**config.mk**
```make
export PLATFORM = sky130hd
export DESIGN_NAME = fetch_stage
export DESIGN_NICKNAME = d
export VERILOG_FILES = /design/src/rtl/fetch_stage.sv
export SDC_FILE = /design/constraint.sdc
export NUM_CORES = 1
export LEC_CHECK = 0
export ABC_AREA = 1
export CORE_AREA = 4 4 106 108
export CTS_BUF_LIST = sky130_fd_sc_hd__clkbuf_16
export DETAILED_ROUTE_END_ITERATION = 8
export DIE_AREA = 0 0 110 112
export PLACE_DENSITY = 0.86
export SKIP_LAST_GASP = 1
export SYNTH_ARGS = -nofsm -noshare
export SYNTH_HDL_FRONTEND = slang
export SYNTH_SLANG_ARGS = --single-unit
```
**constraint.sdc**
```tcl
create_clock -name clk -period 3 [get_ports clk]
set_input_delay 0.9 -clock clk [delete_from_list [all_inputs] [get_ports clk]]
set_output_delay 0.9 -clock clk [all_outputs]
set_load 0.02 [all_outputs]
```
**src/rtl/fetch_stage.sv**
```systemverilog
// fetch_stage: PC owner and instruction fetch with one outstanding request,
// one-entry stall buffer and the F/D pipeline register feeding decode.
module fetch_stage #(
    parameter int DATA_W = 16,
    parameter int ADDR_W = 16,
    parameter logic [ADDR_W-1:0] RESET_PC = '0,
    parameter logic [DATA_W-1:0] NOP_INSTR = '0
) (
    input  logic              clk,
    input  logic              rst_n,
    input  logic              stall_i,
    input  logic              redirect_i,
    input  logic [ADDR_W-1:0] redirect_pc_i,
    output logic              imem_req_o,
    output logic [ADDR_W-1:0] imem_addr_o,
    input  logic              imem_rvalid_i,
    input  logic [DATA_W-1:0] imem_rdata_i,
    output logic [DATA_W-1:0] instruction_out,
    output logic [ADDR_W-1:0] pc_out,
    output logic [ADDR_W-1:0] pc_plus1_out,
    output logic              valid_out
);
    localparam logic [1:0] ISSUE = 2'd0, WAIT = 2'd1, HOLD = 2'd2;
    logic [1:0]        state, state_next;
    logic              drop;
    logic [ADDR_W-1:0] pc, pc_inc, buf_pc;
    logic [DATA_W-1:0] buf_instr;
    logic              accept, capture, unload;
    assign pc_inc  = pc + ADDR_W'(1);
    assign accept  = state == WAIT && imem_rvalid_i && !drop && !stall_i && !redirect_i;
    assign capture = state == WAIT && imem_rvalid_i && !drop && stall_i && !redirect_i;
    assign unload  = state == HOLD && !stall_i && !redirect_i;
    // An accept re-requests in the same cycle from the incremented PC for 1/cycle throughput.
    assign imem_req_o  = rst_n && !redirect_i && (state == ISSUE || accept);
    assign imem_addr_o = accept ? pc_inc : pc;
    always_comb begin
        state_next = state == ISSUE ? (redirect_i ? ISSUE : WAIT)
                   : state == WAIT  ? (!imem_rvalid_i ? WAIT
                                      : (drop || redirect_i) ? ISSUE
                                      : stall_i ? HOLD : WAIT)
                   : (redirect_i || !stall_i) ? ISSUE : HOLD;
    end
    always_ff @(posedge clk or negedge rst_n) begin
        if (!rst_n) begin
            state           <= ISSUE;
            pc              <= RESET_PC;
            drop            <= 1'b0;
            buf_instr       <= NOP_INSTR;
            buf_pc          <= '0;
            instruction_out <= NOP_INSTR;
            pc_out          <= '0;
            pc_plus1_out    <= '0;
            valid_out       <= 1'b0;
        end else begin
            state <= state_next;
            if (redirect_i)
                pc <= redirect_pc_i;
            else if (accept || capture)
                pc <= pc_inc;
            // A redirect with the response still in flight must swallow it later.
            if (state == WAIT && imem_rvalid_i)
                drop <= 1'b0;
            else if (state == WAIT && redirect_i)
                drop <= 1'b1;
            if (capture) begin
                buf_instr <= imem_rdata_i;
                buf_pc    <= pc;
            end
            if (redirect_i) begin
                valid_out       <= 1'b0;
                instruction_out <= NOP_INSTR;
            end else if (accept) begin
                instruction_out <= imem_rdata_i;
                pc_out          <= pc;
                pc_plus1_out    <= pc_inc;
                valid_out       <= 1'b1;
            end else if (unload) begin
                instruction_out <= buf_instr;
                pc_out          <= buf_pc;
                pc_plus1_out    <= buf_pc + ADDR_W'(1);
                valid_out       <= 1'b1;
            end else if (!stall_i) begin
                valid_out       <= 1'b0;
                instruction_out <= NOP_INSTR;
            end
        end
    end
endmodule

```
==> results of run 1 <==
-- sequential cells by signal, summed over array words and instances, names as in the netlist --
register         flops
buf_instr           16
buf_pc              16
drop                 1
instruction_out     16
pc                  16
pc_out              16
pc_plus1_out        16
state                2
valid_out            1
-- final cells by class --
cell class | count | area (µm²) | share of cell area [%]
clock inverter | 7 | 35.0 | 0.519
tap | 136 | 170 | 2.52
sequential | 100 | 2500 | 37.1
multi-input combinational | 453 | 2140 | 31.7
timing repair buffer | 157 | 1450 | 21.4
clock buffer | 9 | 225 | 3.33
inverter | 62 | 235 | 3.48
-- final timing paths --
path                                            to  slack, ps  cells past startpoint
worst max-delay path                imem_addr_o[4]         70                      9
worst min register to register    pc_plus1_out[11]        480                      2
min in group asynchronous       instruction_out[5]        560                      2
worst max register to register           pc_out[0]        980                     11
worst min-delay path              pc_plus1_out[11]        480                      2
max in group asynchronous               pc_out[13]       1150                      3
-- cells in the mapped netlist, types with 2 or more instances --
master    count
o21ai_0      35
nor2_2        4
o211ai_1     29
inv_2         3
nand4_1       5
ha_1          2
a21oi_1      21
buf_4         5
nand3_1      37
dfrtp_1     100
o22ai_1      15
nand2_1     197
clkbuf_1      6
inv_1        58
buf_2        14
nor2_1       76
xor2_1        8
o21ai_1      11
nor3_1        2
-- critical path, cell delays in order --
cell	delay, ps
clkbuf_2	100
nor2_2	140
nand2_2	110
nor2_8	210
buf_12	130
buf_16	100
nand2_1	60
o21ai_0	80
buf_2	190
-- per-layer routing --
layer	global-route usage [%]	part of all wire, %	up-vias
li1	-	-	2370
met1	31.0	41	2353
met2	39.7	48	219
met3	4.58	7.3	47
met4	11.0	3.8	0
met5	0	0	-
-- stage by stage --
step	total power, W	area, µm²
after floorplan	0.00330	5000
after global placement	0.00418	6390
after detailed placement	0.00426	6390
after CTS	0.00529	6720
after global routing	0.00564	6750
final	0.00529	6750
-- kinds of logic after synthesis --
kind of cell / Yosys count / synth area share, %
AOI/OAI and AO/OA: 116 / 13.7
xor gates and xnor gates: 8 / 1.40
adders and majority gates: 2 / 0.501
buffers and inverters: 88 / 7.39
DFF: 100 / 50.1
muxes: 1 / 0.225
and+or+nand+nor: 326 / 26.7
-- power breakdown --
part | switching (W) | internal, W | leakage (nW) | total, W
combinational | 0.00116 | 0.000909 | 1.89 | 0.00207
clock | 0.000484 | 0.000550 | 0.134 | 0.00103
sequential | 0.000368 | 0.00182 | 1.24 | 0.00219
total | 0.00201 | 0.00328 | 3.26 | 0.00529
-- repair_timing --
action	in CTS	in global routing
cloned	1	1
endpoints found under the setup margin	17	17
pin swaps	3	3
gates resized for setup	100	7
buffers inserted	11	2
==> impl_metrics.json, run 1 <==
{
  "outcome": "complete, no violations",
  "vias": 4989,
  "yosysTopAreaCellShare_pct": 50.1,
  "layout.cells.most_common": "nand2_1",
  "route.antenna.remaining_nets": 0,
  "hold_slack_ps": 477,
  "grt_overflow_total": 0,
  "worst_hold_path_type": "flip-flop to flip-flop",
  "rsz0062_at_grt": "true",
  "post_synth.cell_area_avg_um2": 7.79,
  "startpoint_type": "input port",
  "synth.yosys.seq_area_share_pct": 50.1,
  "synth_top_cells_by_area": "dfrtp_1 (50%), nand2_1 (15%), nor2_1 (5.7%)",
  "report.final.setup_viol": 0,
  "globalplace.congestion": 0.939,
  "drc_errors": 0,
  "yosys_warning_total": 0,
  "critPathMaxFanout": 6,
  "antenna_found_initial": 0,
  "detailedPlace.worstSlack_ps": -876,
  "clock_pin_slew_worst_setup_and_hold_paths_ps": 60,
  "timing.setup.critical_path_class": "input port to output pin",
  "initial_core_utilization_pct": 48.8,
  "power-per-cell-area_mw_per_mm2": 783,
  "worstHoldStart": "pc_plus1_out[11]",
  "final_max_slew_viol_count": 0,
  "finalClockSkew_ps": 5.99,
  "cts_tree": "done",
  "clkLatencyLatePin_ps": 340,
  "max-clock-path-buffers": 2,
  "ctsHtreeMaxLevel": 3,
  "worst-endpoint-required_ps": 2100,
  "cts_root_buf": "clkbuf_16",
  "route.detailed.vias_per_inst": 5.40,
  "boundaryPins": 103,
  "postSynthRegisterBits": 100,
  "synth_async_sr_flop_share_pct": 100,
  "grt_pass1_vias": 4921,
  "area.growth.synth_to_final_pct": 35.2,
  "final_nets": 822,
  "yosys.area.top_type": "dfrtp_1",
  "clock_sink_count": 100,
  "layoutNonFillerInstCount": 924,
  "max-slew-margin-rel_pct": 31.9,
  "core-area_mm2": 0.0102,
  "routed_wire_length_um": 14500,
  "ys_dominant_reg_cell": "dfrtp_1",
  "cp_data_arrival_time_ps": 2030,
  "avgRoutedWirePerCell_um": 15.7,
  "layout.filler_cells": 817,
  "timing_hold_violations_final": 0,
  "core.rowCount": 37,
  "globalRouteTotalUtil_pct": 24.3,
  "cp-startpoint": "stall_i",
  "power.static_leakage_nw": 3.26,
  "max_freq_ghz": 0.342,
  "post_route_cells_drive_above_1_share_pct": 13.7,
  "die_h_um": 112,
  "fin_crit_ps": 2930,
  "drtPass1Iterations": 5,
  "finalCritPeriodShare_pct": 97.5,
  "pin_count_of_the_biggest_net_entering_global_routing": 83,
  "worst-slew-pin-transition_ps": 1020,
  "placedCellCount": 893,
  "grt_pass1_wl_um": 23700,
  "cts_buffers": 9,
  "io_buffer_count": 102,
  "r2r-start": "state[1]",
  "drv_cap": 0,
  "dr.first_iter.drc_count": 320,
  "setup_tns_ps": 0,
  "postSynthCellCount": 641,
  "final_core_util_pct": 66.0,
  "fp.dieArea_mm2": 0.0123,
  "cp-end-kind": "output pin",
  "holdBufCountCts": 0,
  "netlist_area_mm2": 0.00500,
  "final_cell_mix": "nand2_1 (194), dfrtp_1 (100), clkdlybuf4s50_1 (81)",
  "die_width_um": 110,
  "timing.final.ws_setup_ps": 74.5,
  "diodes": 0,
  "detailedPlacementHpwl_um": 10500,
  "max_vdd_drop_v": 0.000325,
  "mappedNetlistNets": 680,
  "netlist-cell-type-count": 32,
  "synth_enable_flop_cells": 0
}
(Power assumes the default switching activity.)
==> run 2: changes to the inputs <==
--- a/config.mk
+++ b/config.mk
@@ -10,6 +10,7 @@
 export CTS_BUF_LIST = sky130_fd_sc_hd__clkbuf_16
 export DETAILED_ROUTE_END_ITERATION = 8
 export DIE_AREA = 0 0 110 112
+export GPL_TIMING_DRIVEN = 0
 export PLACE_DENSITY = 0.86
 export SKIP_LAST_GASP = 1
 export SYNTH_ARGS = -nofsm -noshare
==> run 2 against run 1 <==
Effect of this change: worst setup slack lost 31 ps; power grew 3.9%; via count shrank 1.1%; clock power grew 20%; combinational power is essentially flat; register-to-register slack gained 210 ps; critical endpoint is now imem_addr_o[5]; highest routed layer unchanged; worst hold slack lost 48 ps.
==> impl_metrics.json, run 2 (same netlist as run 1, synthesis figures left out) <==
{
  "core-area_mm2": 0.0102,
  "startpoint_type": "input port",
  "layout.cells.most_common": "nand2_1",
  "cts_root_buf": "clkbuf_16",
  "route.detailed.vias_per_inst": 5.43,
  "pin_count_of_the_biggest_net_entering_global_routing": 57,
  "worstRegToRegCells": 11,
  "die_h_um": 112,
  "worst_hold_path_type": "input port to asynchronous set/reset pin",
  "top_usage_layer": "met2",
  "critPathMaxFanout": 7,
  "critPathSlowestCell": "nor2_8",
  "die_width_um": 110,
  "outcome": "complete, no violations",
  "power.static_leakage_nw": 3.21,
  "boundaryPins": 103,
  "route.antenna.remaining_nets": 0,
  "timing.setup.critical_path_class": "input port to output pin",
  "vias": 4932,
  "clock_pin_slew_worst_setup_and_hold_paths_ps": 70,
  "drtPass1Iterations": 7,
  "grt_util_met2_pct": 39.6,
  "worst_path_most_repeated_cell": "buf_8",
  "timing_hold_violations_final": 0,
  "critical_path.max_stage_delay_ps": 160,
  "finalCritPeriodShare_pct": 98.5,
  "detailedPlacementHpwl_um": 10800,
  "dr.first_iter.drc_count": 489,
  "worst-slew-pin-transition_ps": 579,
  "power-per-cell-area_mw_per_mm2": 815,
  "grt_overflow_total": 0,
  "antenna_found_initial": 0,
  "grt_pass1_wl_um": 23800,
  "fin_crit_ps": 2960,
  "io_buffer_count": 102,
  "globalRouteTotalUtil_pct": 24.6,
  "globalplace.congestion": 0.912,
  "max-clock-path-buffers": 2,
  "diodes": 0,
  "avgRoutedWirePerCell_um": 16.1,
  "final_core_util_pct": 66.0,
  "holdBufCountCts": 0,
  "max_vdd_drop_v": 0.000374,
  "r2r-start": "state[1]",
  "use_met3_pct": 5.28,
  "cts_buffers": 9,
  "rsz0062_at_grt": "true",
  "drv_cap": 0,
  "final_nets": 808,
  "initial_core_utilization_pct": 48.8,
  "setup_tns_ps": 0,
  "routed_wire_length_um": 14600,
  "finalClockSkew_ps": 9.25,
  "area.growth.synth_to_final_pct": 35.1,
  "clock_sink_count": 100,
  "grt_pass1_vias": 4853,
  "cp-startpoint": "stall_i",
  "core.rowCount": 37,
  "worst-endpoint-required_ps": 2100,
  "max-slew-margin-rel_pct": 61.4,
  "ctsHtreeMaxLevel": 3,
  "grtUsageMet1_pct": 32.9,
  "layout.filler_cells": 822,
  "drc_errors": 0,
  "final_cell_mix": "nand2_1 (195), dfrtp_1 (99), clkdlybuf4s50_1 (81)",
  "clkLatencyLatePin_ps": 350,
  "hold_slack_ps": 429,
  "cp_data_arrival_time_ps": 2060,
  "max_freq_ghz": 0.338,
  "post_route_cells_drive_above_1_share_pct": 12.5,
  "final_max_slew_viol_count": 0,
  "crit_chain": "buf_2, nor2_4, nand2_4, nor2_8, buf_12, buf_8, buf_8, o21ai_1, buf_4",
  "cts_tree": "done",
  "cp-end-kind": "output pin",
  "fp.dieArea_mm2": 0.0123,
  "report.final.setup_viol": 0
}
==> run 2: cell count changes in the layout (fill, tap and decap cells not counted), sizes merged <==
| cell | delta |
|---|---|
| buf | -17 |
| clkbuf | +3 |
| clkdlybuf4s15 | +1 |
| bufinv | +2 |
| clkinv | -3 |
| dlygate4sd2 | -1 |
==> run 2: final cells by class <==
cell class	count	area (µm²)	share of cell area [%]
Sequential cell	100	2500	37.1
Multi-Input combinational cell	453	2210	32.7
Timing Repair Buffer	118	1150	17.1
Inverter	62	238	3.52
Clock buffer	9	225	3.34
Tap cell	136	170	2.52
Buffer	25	164	2.43
Clock inverter	6	88.8	1.32
==> run 2: critical path: cells and delay by family <==
kind / cells / cell delay (ps)
compound gates: 1 / 70
buf+inv: 5 / 690
simple gates: 3 / 380
==> run 2: worst paths after layout <==
kind | endpoint | slack [ps]
worst max register to register | pc_plus1_out[9] | 1190
min in group clk | pc_plus1_out[10] | 480
max in group asynchronous | pc[1] | 1970
worst min register to register | pc_plus1_out[10] | 480
worst min-delay path | instruction_out[4] | 430
worst max-delay path | imem_addr_o[5] | 40
==> run 2: layer usage <==
metal	vias to the layer above	routed length, µm
met1	2278	5920
met5	-	0
met2	276	6970
met4	0	372
li1	2343	-
met3	35	1360
==> run 2: timing repair <==
action                                  CTS  global route
endpoints found under the setup margin   17            15
buffers inserted                          9             5
cloned                                    1             0
pin swaps                                 4             4
hold endpoints to repair                  0             0
gates resized for setup                 135            19
==> run 2: power breakdown <==
part	total [W]	leakage, nW	internal, W	switching [W]
Clock	0.00124	0.150	0.000728	0.000509
Sequential	0.00218	1.24	0.00182	0.000362
Combinational	0.00208	1.83	0.000903	0.00118
Total	0.00550	3.21	0.00345	0.00205
==> run 2: stage by stage <==
step / instances / total power (W) / instance area [µm²] / setup slack (ps)
2_1_floorplan: 641 / 0.00330 / 5000 / 138
3_3_place_gp: 879 / 0.00412 / 6190 / -3810
3_5_place_dp: 880 / 0.00421 / 6210 / -1090
4_1_cts: 904 / 0.00546 / 6670 / -11.4
5_1_grt: 909 / 0.00583 / 6750 / -14.3
6_report: 909 / 0.00550 / 6750 / 43.9
==> run 3: changes to the inputs <==
--- a/config.mk
+++ b/config.mk
@@ -6,12 +6,12 @@
 export NUM_CORES = 1
 export LEC_CHECK = 0
 export ABC_AREA = 1
-export CORE_AREA = 4 4 106 108
+export CORE_AREA = 4 4 91 127
 export CTS_BUF_LIST = sky130_fd_sc_hd__clkbuf_16
 export DETAILED_ROUTE_END_ITERATION = 8
-export DIE_AREA = 0 0 110 112
+export DIE_AREA = 0 0 95 131
 export GPL_TIMING_DRIVEN = 0
-export PLACE_DENSITY = 0.86
+export PLACE_DENSITY = 0.85
 export SKIP_LAST_GASP = 1
 export SYNTH_ARGS = -nofsm -noshare
 export SYNTH_HDL_FRONTEND = slang
==> run 3 against run 2 <==
Effect of this change: maximum frequency rose by 0.83%; largest power group unchanged; design area rose by 0.69%; clock power fell by 10%; largest cell class unchanged; cell count rose by 0.11%; power fell by 1.7%.
==> impl_metrics.json, run 3 (same netlist as run 1, synthesis figures left out) <==
{
  "outcome": "complete, no violations",
  "cp_data_arrival_time_ps": 2030,
  "dr.first_iter.drc_count": 344,
  "postPlaceCellArea_mm2": 0.00621,
  "cts_buffers": 9,
  "power.internal_w": 0.00337,
  "pin_count_of_the_biggest_net_entering_global_routing": 61,
  "globalplace.congestion": 0.916,
  "fp.dieArea_mm2": 0.0124,
  "grt_pass1_wl_um": 24200,
  "final_cell_mix": "nand2_1 (192), dfrtp_1 (99), clkdlybuf4s50_1 (81)",
  "drtPass1Iterations": 5,
  "whs_endpoint": "pc_plus1_out[11]",
  "core-area_mm2": 0.0103,
  "max-clock-path-buffers": 2,
  "worst_hold_path_type": "flip-flop to flip-flop",
  "ff2ff_setup_slack_ps": 1190,
  "crit_chain": "clkbuf_2, nor2_4, nand2_4, nor2_8, buf_12, buf_12, buf_4, nand2_2, nand2_2, buf_6",
  "post_route_cells_drive_above_1_share_pct": 13.0,
  "finalCritPeriodShare_pct": 97.7,
  "worst-slew-pin-transition_ps": 626,
  "worstRegToRegCells": 11,
  "report.final.setup_viol": 0,
  "final_core_util_pct": 65.7,
  "ctsHtreeMaxLevel": 3,
  "power.switching_w": 0.00203,
  "clock_sink_count": 100,
  "diodes": 0,
  "timing.setup.critical_path_class": "input port to output pin",
  "power-per-cell-area_mw_per_mm2": 795,
  "fin_crit_ps": 2930,
  "rsz0062_at_grt": "false",
  "timing_hold_violations_final": 0,
  "layout.cells.most_common": "nand2_1",
  "area.growth.synth_to_final_pct": 36.0,
  "clock_pin_slew_worst_setup_and_hold_paths_ps": 60,
  "whs_path_depth": 2,
  "antenna_found_initial": 0,
  "switching_share_pct": 37.6,
  "die_h_um": 131,
  "power.combinational.fraction_pct": 39.1,
  "critical_path.max_stage_delay_ps": 170,
  "max_freq_ghz": 0.341,
  "final_design_area_no_fill_mm2": 0.00680,
  "worst_r2r_endpoint": "pc_plus1_out[15]",
  "route.antenna.remaining_nets": 0,
  "avgRoutedWirePerCell_um": 17.0,
  "cp-end-kind": "output pin",
  "critPathSlowestCell": "nor2_8",
  "detailedPlacementHpwl_um": 11100,
  "io_buffer_count": 102,
  "startpoint_type": "input port",
  "holdBufCountCts": 0,
  "route.detailed.vias_per_inst": 5.52,
  "boundaryPins": 103,
  "final_max_slew_viol_count": 0,
  "power.clock.fraction_pct": 20.5,
  "r2r-start": "state[1]",
  "clkLatencyLatePin_ps": 350,
  "vias": 5020,
  "initial_core_utilization_pct": 48.3,
  "cts_tree": "done",
  "pwr-share-seq_pct": 40.3,
  "setup_tns_ps": 0,
  "drc_errors": 0,
  "critPathMaxFanout": 4,
  "core.rowCount": 44,
  "globalRouteTotalUtil_pct": 25.4,
  "drv_cap": 0,
  "worst-endpoint-required_ps": 2100,
  "max_vdd_drop_v": 0.000366,
  "cts_root_buf": "clkbuf_16",
  "die_width_um": 95,
  "routed_wire_length_um": 15400,
  "power.static_leakage_nw": 3.24,
  "worstHoldStart": "pc_plus1_out[11]",
  "final_nets": 806,
  "finalClockSkew_ps": 6.07,
  "max-slew-margin-rel_pct": 58.3,
  "grt_pass1_vias": 5025,
  "grt_overflow_total": 0,
  "layout.filler_cells": 890
}
[run 3: cell types whose count changed in the layout (fill, tap and decap cells not counted), moves of 2 or more]
cell / previous run / this run
inv_1: 58 / 62
buf_4: 22 / 20
buf_6: 3 / 6
nand2_2: 2 / 5
clkbuf_2: 0 / 2
nand2_1: 195 / 192
buf_2: 21 / 15
o21ai_2: 5 / 8
o21ai_0: 22 / 20
[run 3: worst max-delay path by stage]
stage	startpoint	end	slack [ps]	cells after the start
2_1_floorplan	stall_i	imem_addr_o[15]	140	6
3_3_place_gp	rst_n	imem_req_o	-3820	4
3_5_place_dp	redirect_i	imem_addr_o[8]	-1080	8
4_1_cts	stall_i	imem_addr_o[13]	-30	8
5_1_grt	pc[1]	imem_addr_o[10]	20	8
6_report	stall_i	imem_addr_o[0]	70	10
[run 3: through the flow]
stage                     hold WS, ps  setup slack (ps)  std cells  power (W)
final                             474              68.2        910    0.00540
after floorplan                   480               138        641    0.00330
after global placement            464             -3820        881    0.00411
after CTS                         472             -31.2        908    0.00535
after global routing              509              20.2        910    0.00574
after detailed placement          465             -1080        882    0.00420
[run 3: metal layers]
layer	part of all wire, %	GRT usage [%]	up-vias	routed length (µm)
li1	-	-	2337	-
met4	3.8	12.7	0	588
met1	37	28.0	2396	5740
met2	53	46.5	230	8130
met5	0	0	-	0
met3	6.4	4.18	57	983
[run 3: area by class of cell]
class                   instances  area [µm²]  area share (%)
flip-flops and latches        100        2500            36.8
inverters                      62         238            3.50
clock buffers                   9         225            3.31
well taps                     138         173            2.54
multi-input cells             453        2230            32.8
clock inverters                 7        52.6           0.773
repair buffers                117        1210            17.8
plain buffers                  24         160            2.36
[run 3: timing repair]
| action | CTS | global route |
|---|---|---|
| cloned | 2 | 1 |
| endpoints found under the setup margin | 17 | 17 |
| gates resized for setup | 140 | 30 |
| pin swaps | 3 | 4 |
| buffers inserted | 10 | 1 |
[run 3: worst max-delay path: cells and delay by family]
family	cells	cell delay (ps)
buf+inv	5	590
simple gates	5	540
[run 3: power by group through the flow]
stage	combinational, W	clock, W	sequential (W)
finish	0.00212	0.00111	0.00218
global route	0.00233	0.00117	0.00224
CTS	0.00207	0.00111	0.00216
detailed placement	0.00202	0	0.00218
global placement	0.00195	0	0.00216
floorplan	0.000927	0	0.00237
